### config.mk
export PLATFORM = sky130hd
export DESIGN_NAME = fifo_wr_arbiter
export DESIGN_NICKNAME = d
export VERILOG_FILES = /design/src/rtl/fifo_wr_arbiter.sv
export SDC_FILE = /design/constraint.sdc
export NUM_CORES = 1
export LEC_CHECK = 0
export CORE_MARGIN = 2
export CORE_UTILIZATION = 48
export DETAILED_ROUTE_END_ITERATION = 6
export GPL_TIMING_DRIVEN = 0
export PLACE_DENSITY = 0.9
export SETUP_SLACK_MARGIN = 0.4
export SLEW_MARGIN = 25
export SYNTH_ARGS = -nofsm -noshare
export SYNTH_HDL_FRONTEND = slang
export SYNTH_SLANG_ARGS = --single-unit
### constraint.sdc
create_clock -name clk -period 6.7 [get_ports clk]
set_clock_uncertainty 0.05 [all_clocks]
set_input_delay 1.34 -clock clk [delete_from_list [all_inputs] [get_ports clk]]
set_output_delay 1.34 -clock clk [all_outputs]
set_load 0.005 [all_outputs]
### src/rtl/fifo_wr_arbiter.sv
// Round-robin, burst-bounded arbiter sharing one FIFO write port among NREQ requesters.
// Optional FIFO_ARB_FIXED_PRIO_EN: requester 0 wins in IDLE and preempts other owners' bursts.
module fifo_wr_arbiter #(
  parameter int NREQ      = 4,
  parameter int DW        = 8,
  parameter int MAX_BURST = 4
) (
  input  logic               clk,
  input  logic               reset,
  input  logic [NREQ-1:0]    req,
  input  logic [NREQ*DW-1:0] req_data,
  input  logic               fifo_full,
  output logic [NREQ-1:0]    gnt,
  output logic               fifo_wr,
  output logic [DW-1:0]      fifo_data,
  output logic [2:0]         owner,
  output logic               busy
);

  typedef enum logic {IDLE, BURST} state_e;

  localparam logic [NREQ-1:0] ONE = NREQ'(1);

  state_e          state_q, state_d;
  logic [2:0]      rr_q, rr_d, owner_q, owner_d;
  logic [3:0]      cnt_q, cnt_d;
  logic [NREQ-1:0] gnt_d;
  logic            found, own_req;
  logic [2:0]      win, sel;

  function automatic logic [2:0] nxt(input logic [2:0] i);
    return (int'(i) == NREQ-1) ? 3'd0 : i + 3'd1;
  endfunction

  // First requester at or after rr_q, wrapping modulo NREQ.
  always_comb begin
    int j;
    j     = 0;
    found = 1'b0;
    win   = rr_q;
    for (int k = 0; k < NREQ; k++) begin
      j = int'(rr_q) + k;
      if (j >= NREQ) j = j - NREQ;
      if (!found && |(req & (ONE << j))) begin
        found = 1'b1;
        win   = 3'(j);
      end
    end
`ifdef FIFO_ARB_FIXED_PRIO_EN
    if (req[0]) begin
      found = 1'b1;
      win   = 3'd0;
    end
`endif
  end

  assign own_req = |(req & (ONE << owner_q));

  always_comb begin
    state_d = state_q;
    rr_d    = rr_q;
    owner_d = owner_q;
    cnt_d   = cnt_q;
    gnt_d   = '0;
    // Full freezes everything; stall beats never count toward the burst.
    if (!fifo_full) begin
      if (state_q == IDLE) begin
        if (found) begin
          gnt_d   = ONE << win;
          owner_d = win;
          cnt_d   = 4'd1;
          if (MAX_BURST == 1) rr_d = nxt(win);
          else                state_d = BURST;
        end
      end else if (!own_req) begin
        rr_d    = nxt(owner_q);
        state_d = IDLE;
      end else begin
        gnt_d = ONE << owner_q;
        cnt_d = cnt_q + 4'd1;
        if (cnt_d == 4'(MAX_BURST)) begin
          rr_d    = nxt(owner_q);
          state_d = IDLE;
        end
`ifdef FIFO_ARB_FIXED_PRIO_EN
        if (req[0] && owner_q != 3'd0) begin
          rr_d    = nxt(owner_q);
          state_d = IDLE;
        end
`endif
      end
    end
  end

  always_ff @(posedge clk or posedge reset) begin
    if (reset) begin
      state_q <= IDLE;
      rr_q    <= 3'd0;
      owner_q <= 3'd0;
      cnt_q   <= 4'd0;
    end else begin
      state_q <= state_d;
      rr_q    <= rr_d;
      owner_q <= owner_d;
      cnt_q   <= cnt_d;
    end
  end

  // Grants are combinational; reset masks them so nothing is written while it is held.
  assign gnt     = reset ? '0 : gnt_d;
  assign fifo_wr = |gnt;
  assign sel     = (state_q == IDLE) ? win : owner_q;
  assign owner   = owner_q;
  assign busy    = (state_q == BURST);

  always_comb begin
    fifo_data = '0;
    if (fifo_wr) fifo_data = req_data[int'(sel)*DW +: DW];
  end

endmodule
## Word-level counts from Yosys, hierarchy flattened

Cells that the tools add are included.

| operators by class | value |
|---|---|
| $lt $le $gt $ge | 4 |
| shifts and indexed selects | 7 |
| $add $sub $neg | 9 |
| bitwise gates (word level) | 7 |
| equal/unequal tests | 4 |
| reduce and logical (&&, ||, !) cells | 16 |
| mux-type cells | 29 |

Operators with widths:

| cell | number |
|---|---|
| $mux 32 | 4 |
| $shl 1x32->4 const A | 4 |
| $mux 4 | 8 |
| $shiftx 32x7->8 | 1 |
| $mux 3 | 8 |
| $reduce_or 4->1 | 6 |
| $and 4x4->4 | 5 |
| $sub 4x3->5 const B | 3 |
| $ge 4x3->1 const B | 3 |
| $reduce_and 3->1 | 3 |
| $add 3x2->4 const B | 2 |
| $mux 1 | 8 |
| $mux 8 | 1 |
| $shl 1x3->4 const A | 2 |
| $add 3x1->4 const B | 1 |
| $add 4x1->4 const B | 1 |
| $eq 4x3->1 const B | 1 |
| $ne 2x1->1 const B | 2 |
| $sub 3x3->4 const B | 1 |
| $add 3x1->3 const B | 1 |
| $eq 3x3->1 const B | 1 |
| $ge 3x3->1 const B | 1 |
| $logic_and 1x1->1 | 3 |
| $logic_not 1->1 | 3 |
| other kinds (2) | 3 |

| word-level totals | value |
|---|---|
| output and inout port bits | 17 |
| word-level logic and storage cells | 80 |
| register bits | 11 |

## Depth between registers and ports, before layout

| logic depth | value |
|---|---|
| depth in word-level cells | 22 |
| depth in mapped cells | 14 |
| gate-level depth less buffers | 9 |

## Least setup slack after synthesis

Ideal clock, no wire load.

| timing | value |
|---|---|
| path type | in2out |
| start | in req[0] |
| end | out fifo_data[5] |
| stages | 9 |
| arrival time | 3.360 ns |
| slack | 1.950 ns |
| path through | mux2_4 -> a31o_1 -> or4_4 -> a211o_1 -> and2_4 -> buf_6 -> buf_8 -> mux2i_1 -> a211oi_1 |

| on the way | value |
|---|---|
| cells in the longest elaborated chain, start to end | 19 |

Ends and longest elaborated chain:

| what | line | text |
|---|---|---|
| start: declaration | 10 | `input logic [NREQ-1:0] req,` |
| $and 4x4->4 | 44 | `if (!found && \|(req & (ONE << j))) begin` |
| $reduce_or 4->1 | 44 |  |
| $mux 1 | 44 |  |
| $logic_not 1->1 | 44 |  |
| $logic_and 1x1->1 | 44 |  |
| $mux 1 | 44 |  |
| $logic_not 1->1 | 44 |  |
| $logic_and 1x1->1 | 44 |  |
| (+3 left out) | -- |  |
| $mux 3 | 44 |  |
| $shl 1x3->4 | 69 | `gnt_d = ONE << win;` |
| $mux 4 | 68 | `if (found) begin` |
| $mux 4 | 67 | `if (state_q == IDLE) begin` |
| $mux 4 | 66 | `if (!fifo_full) begin` |
| $mux 4 | 110 | `assign gnt = reset ? '0 : gnt_d;` |
| $reduce_or 4->1 | 111 | `assign fifo_wr = \|gnt;` |
| $mux 8 (*) | 118 | `if (fifo_wr) fifo_data = req_data[int'(sel)*DW +: DW];` |
| end: declaration | 15 | `output logic [DW-1:0] fifo_data,` |

Mark *: on every way between the ends. The rest lies on a longest branch, timed or not.

## Final worst setup path

| timing | value |
|---|---|
| start | in req[0] |
| end | out fifo_data[6] |

The elaborated chain is that of the path after synthesis.

==> results.md <==
- Status: completed
- Seq/Total Area, Yosys: 0.188
- Max clock buf depth: 2
- Initial antenna violation count: 0
- Top-level I/O count: 56
- Most frequent cells after synthesis: 14 x a211oi_1, 13 x mux2i_1, 11 x dfrtp_1
- Seq cells post-synth: 11
- Setup violations, final: 0
- Layout cells sized above 1: 0.133
- Final instance area: between 0.002 and 0.0025 sq mm
- Fmax: between 150 and 200 MHz
- Crit share post-route: 0.882
- Post-CTS Repair Setup Buffers: 0
- FFs w/ async S/R, synth: 1.00
- Remaining antenna violation count after routing: 0
- Cts hold-fix bufs: 0
- Slew headroom: 0.646
- Syn Inst Count: approximately 170
- Worst slew pin tran: approximately 530 ps
- Max Cap Viol: 0
- H-tree depth: 1
- Core box area: about 0.0030 sq mm
- Layout Area Growth over Synthesis: 42.2%
- Final setup TNS: 0 ps
- Slew Viols, Final: 0
- CTS Buf Count: 3
- Most frequent cell after synthesis: a211oi_1
- Gr usage total: 0.236
- Share of Yosys cell area claimed by the top area cell type: 0.188
- Crit end category: output port
- Largest cells by area after synthesis: dfrtp_1 19%, mux2i_1 8.9%, ha_1 7.7%
- Pre-Repair DR Iteration Count: 4
- Hold Path Class: flop to flop
- Syn. warnings: 0
- Post-synth EDFFs: 0
- Wire per inst: between 10 and 15 um
- Total number of vias: ~1.5k
- Final core occ: 0.700
- Top_reg_cell synth: dfrtp_1
- Pwr/cell area: 464 mW/mm^2
- Min cycle time layout: between 5000 and 6000 ps
- Die ar.: 0.00351 sq mm
- Ant diodes: 0
- Largest net degree at the start of global routing: 12
- Worst Path Max Fanout: 10
- Leak Pwr: about 0.84 nW
- Final hold violations: 0
- Total gr overflow: 0
- Avg Vias per Cell: about 6
- VDD IR max: roughly 0.19 mV
- Initial drt markers: 37
- Drt drc: 0
- # resized after CTS: 0
- Syn Area/Cell: slightly below 9 sq um
- Post-Synthesis Cell Area: about 0.0015 sq mm
- Port Buffers: 55
- Site Rows: 20
- Layout net count: between 200 and 300
- Biggest area consumer among synthesized cells: dfrtp_1
- Area after DPL: 0.00206 sq mm
- Die Y: between 50 and 60 um
- Hold Crit Depth: 1
- R2R depth: 12
- Via count of the first global-routing pass: ~1.4k
- DRT Wirelength: 3880 um
- Worst EP required: 5310 ps
- Worst setup SP type: primary input
- CTS tree: done
- GP Congestion: between 0.9 and 1
- Filler cells: approximately 250
- Clk root buf: clkbuf_4
- Reg clk slew, reported paths: ~70 ps
- Kind of critical path: primary input to output port
- Num Clock Sinks: 11
- First-pass GRT wire length: around 6600 um
- Unique masters post-synth: 48
- RSZ-0062 raised after global routing: false
- Clk_lat worst skew: between 200 and 300 ps
- Initial Utilization: 0.492
- Syn Nets: about 220
- Die Wd: approximately 59 um
- Post-DP HPWL: roughly 3100 um
- Crit path DAT: 4520 ps
## routing by layer
metal,share of wire,global-route usage,vias to the layer above
li1,-,-,758
met1,0.46,0.328,709
met2,0.48,0.378,43
met3,0.047,0.0546,6
met4,0.0082,0.0357,0
met5,0,0,-
## where the power goes
part / switching (mW) / total, mW / leakage, nW / internal, mW
Clock: 0.0231 / 0.0462 / 0.0150 / 0.0231
Sequential: 0.0262 / 0.116 / 0.138 / 0.0897
Combinational: 0.400 / 0.805 / 0.689 / 0.405
## cell usage in the layout, fill, tap and decap left out, types with 2 or more instances in the layout
master | netlist | final
nand3_1 | 2 | 2
a21o_1 | 2 | 2
a21oi_1 | 9 | 9
buf_6 | 4 | 4
nand3b_1 | 2 | 2
a22o_1 | 2 | 2
clkbuf_1 | 1 | 2
a32oi_1 | 2 | 2
o21ai_0 | 8 | 8
dfrtp_1 | 11 | 11
and2_1 | 3 | 3
nand2_1 | 9 | 9
nor3_1 | 6 | 6
a21boi_0 | 10 | 10
a22oi_1 | 2 | 2
inv_1 | 10 | 10
nand4_1 | 2 | 2
a211o_2 | 2 | 2
clkbuf_4 | 0 | 3
nor2b_1 | 2 | 2
clkbuf_8 | 3 | 3
ha_1 | 9 | 9
nor3b_1 | 2 | 2
a211oi_2 | 2 | 2
clkdlybuf4s50_1 | 0 | 55
nor2_1 | 8 | 8
mux2i_1 | 13 | 13
a211oi_1 | 14 | 14
xnor2_1 | 2 | 2
mux2_2 | 5 | 5
## state kept, by name (all words and copies together) (netlist names)
register,flops
cnt_q,4
owner,3
rr_q,3
busy,1
## stage by stage
stage / power [mW] / hold WS, ps / setup WS (ps) / cells
6_report: 0.967 / 514 / 790 / 259
5_1_grt: 1.06 / 550 / 603 / 259
3_5_place_dp: 0.916 / 485 / 806 / 255
3_3_place_gp: 0.908 / 475 / 818 / 255
4_1_cts: 0.968 / 510 / 778 / 259
2_1_floorplan: 0.714 / 436 / 1950 / 167
## worst paths after layout
path	to	slack, ps	startpoint
max in group asynchronous	rr_q[2]	4910	reset
min in group asynchronous	cnt_q[1]	1390	reset
hold / removal	cnt_q[3]	510	cnt_q[3]
setup / recovery	fifo_data[6]	790	req[0]
hold reg to reg	cnt_q[3]	510	cnt_q[3]
setup reg to reg	cnt_q[2]	3560	rr_q[0]
## cell families (layout without fill, tap and decap cells)
group / after synthesis / after routing / synth area share
buffers and inverters: 19 / 78 / 0.0973
DFF: 11 / 11 / 0.188
and+or+nand+nor: 43 / 43 / 0.161
muxes: 19 / 19 / 0.137
adders and majority gates: 9 / 9 / 0.0769
xor gates and xnor gates: 2 / 2 / 0.0120
AOI/OAI and AO/OA: 64 / 64 / 0.328
## area by class of cell
cell class | instances | area (sq um) | share of cell area
sequential | 11 | 275 | 0.132
buffer | 9 | 105 | 0.0505
clock buffer | 4 | 26.3 | 0.0126
tap | 33 | 41.3 | 0.0198
timing repair buffer | 55 | 551 | 0.264
inverter | 10 | 37.5 | 0.0180
multi-input combinational | 137 | 1050 | 0.503
## worst max-delay path: stages
cell and delay (ps):
clkdlybuf4s50_1 470, mux2_4 300, a31oi_1 440, mux2i_1 190, a211o_1 420, and2_4 180, buf_6 140, buf_8 140
mux2i_1 110, a211oi_1 240, clkdlybuf4s50_1 550
Power figures use the tool's default switching activity.
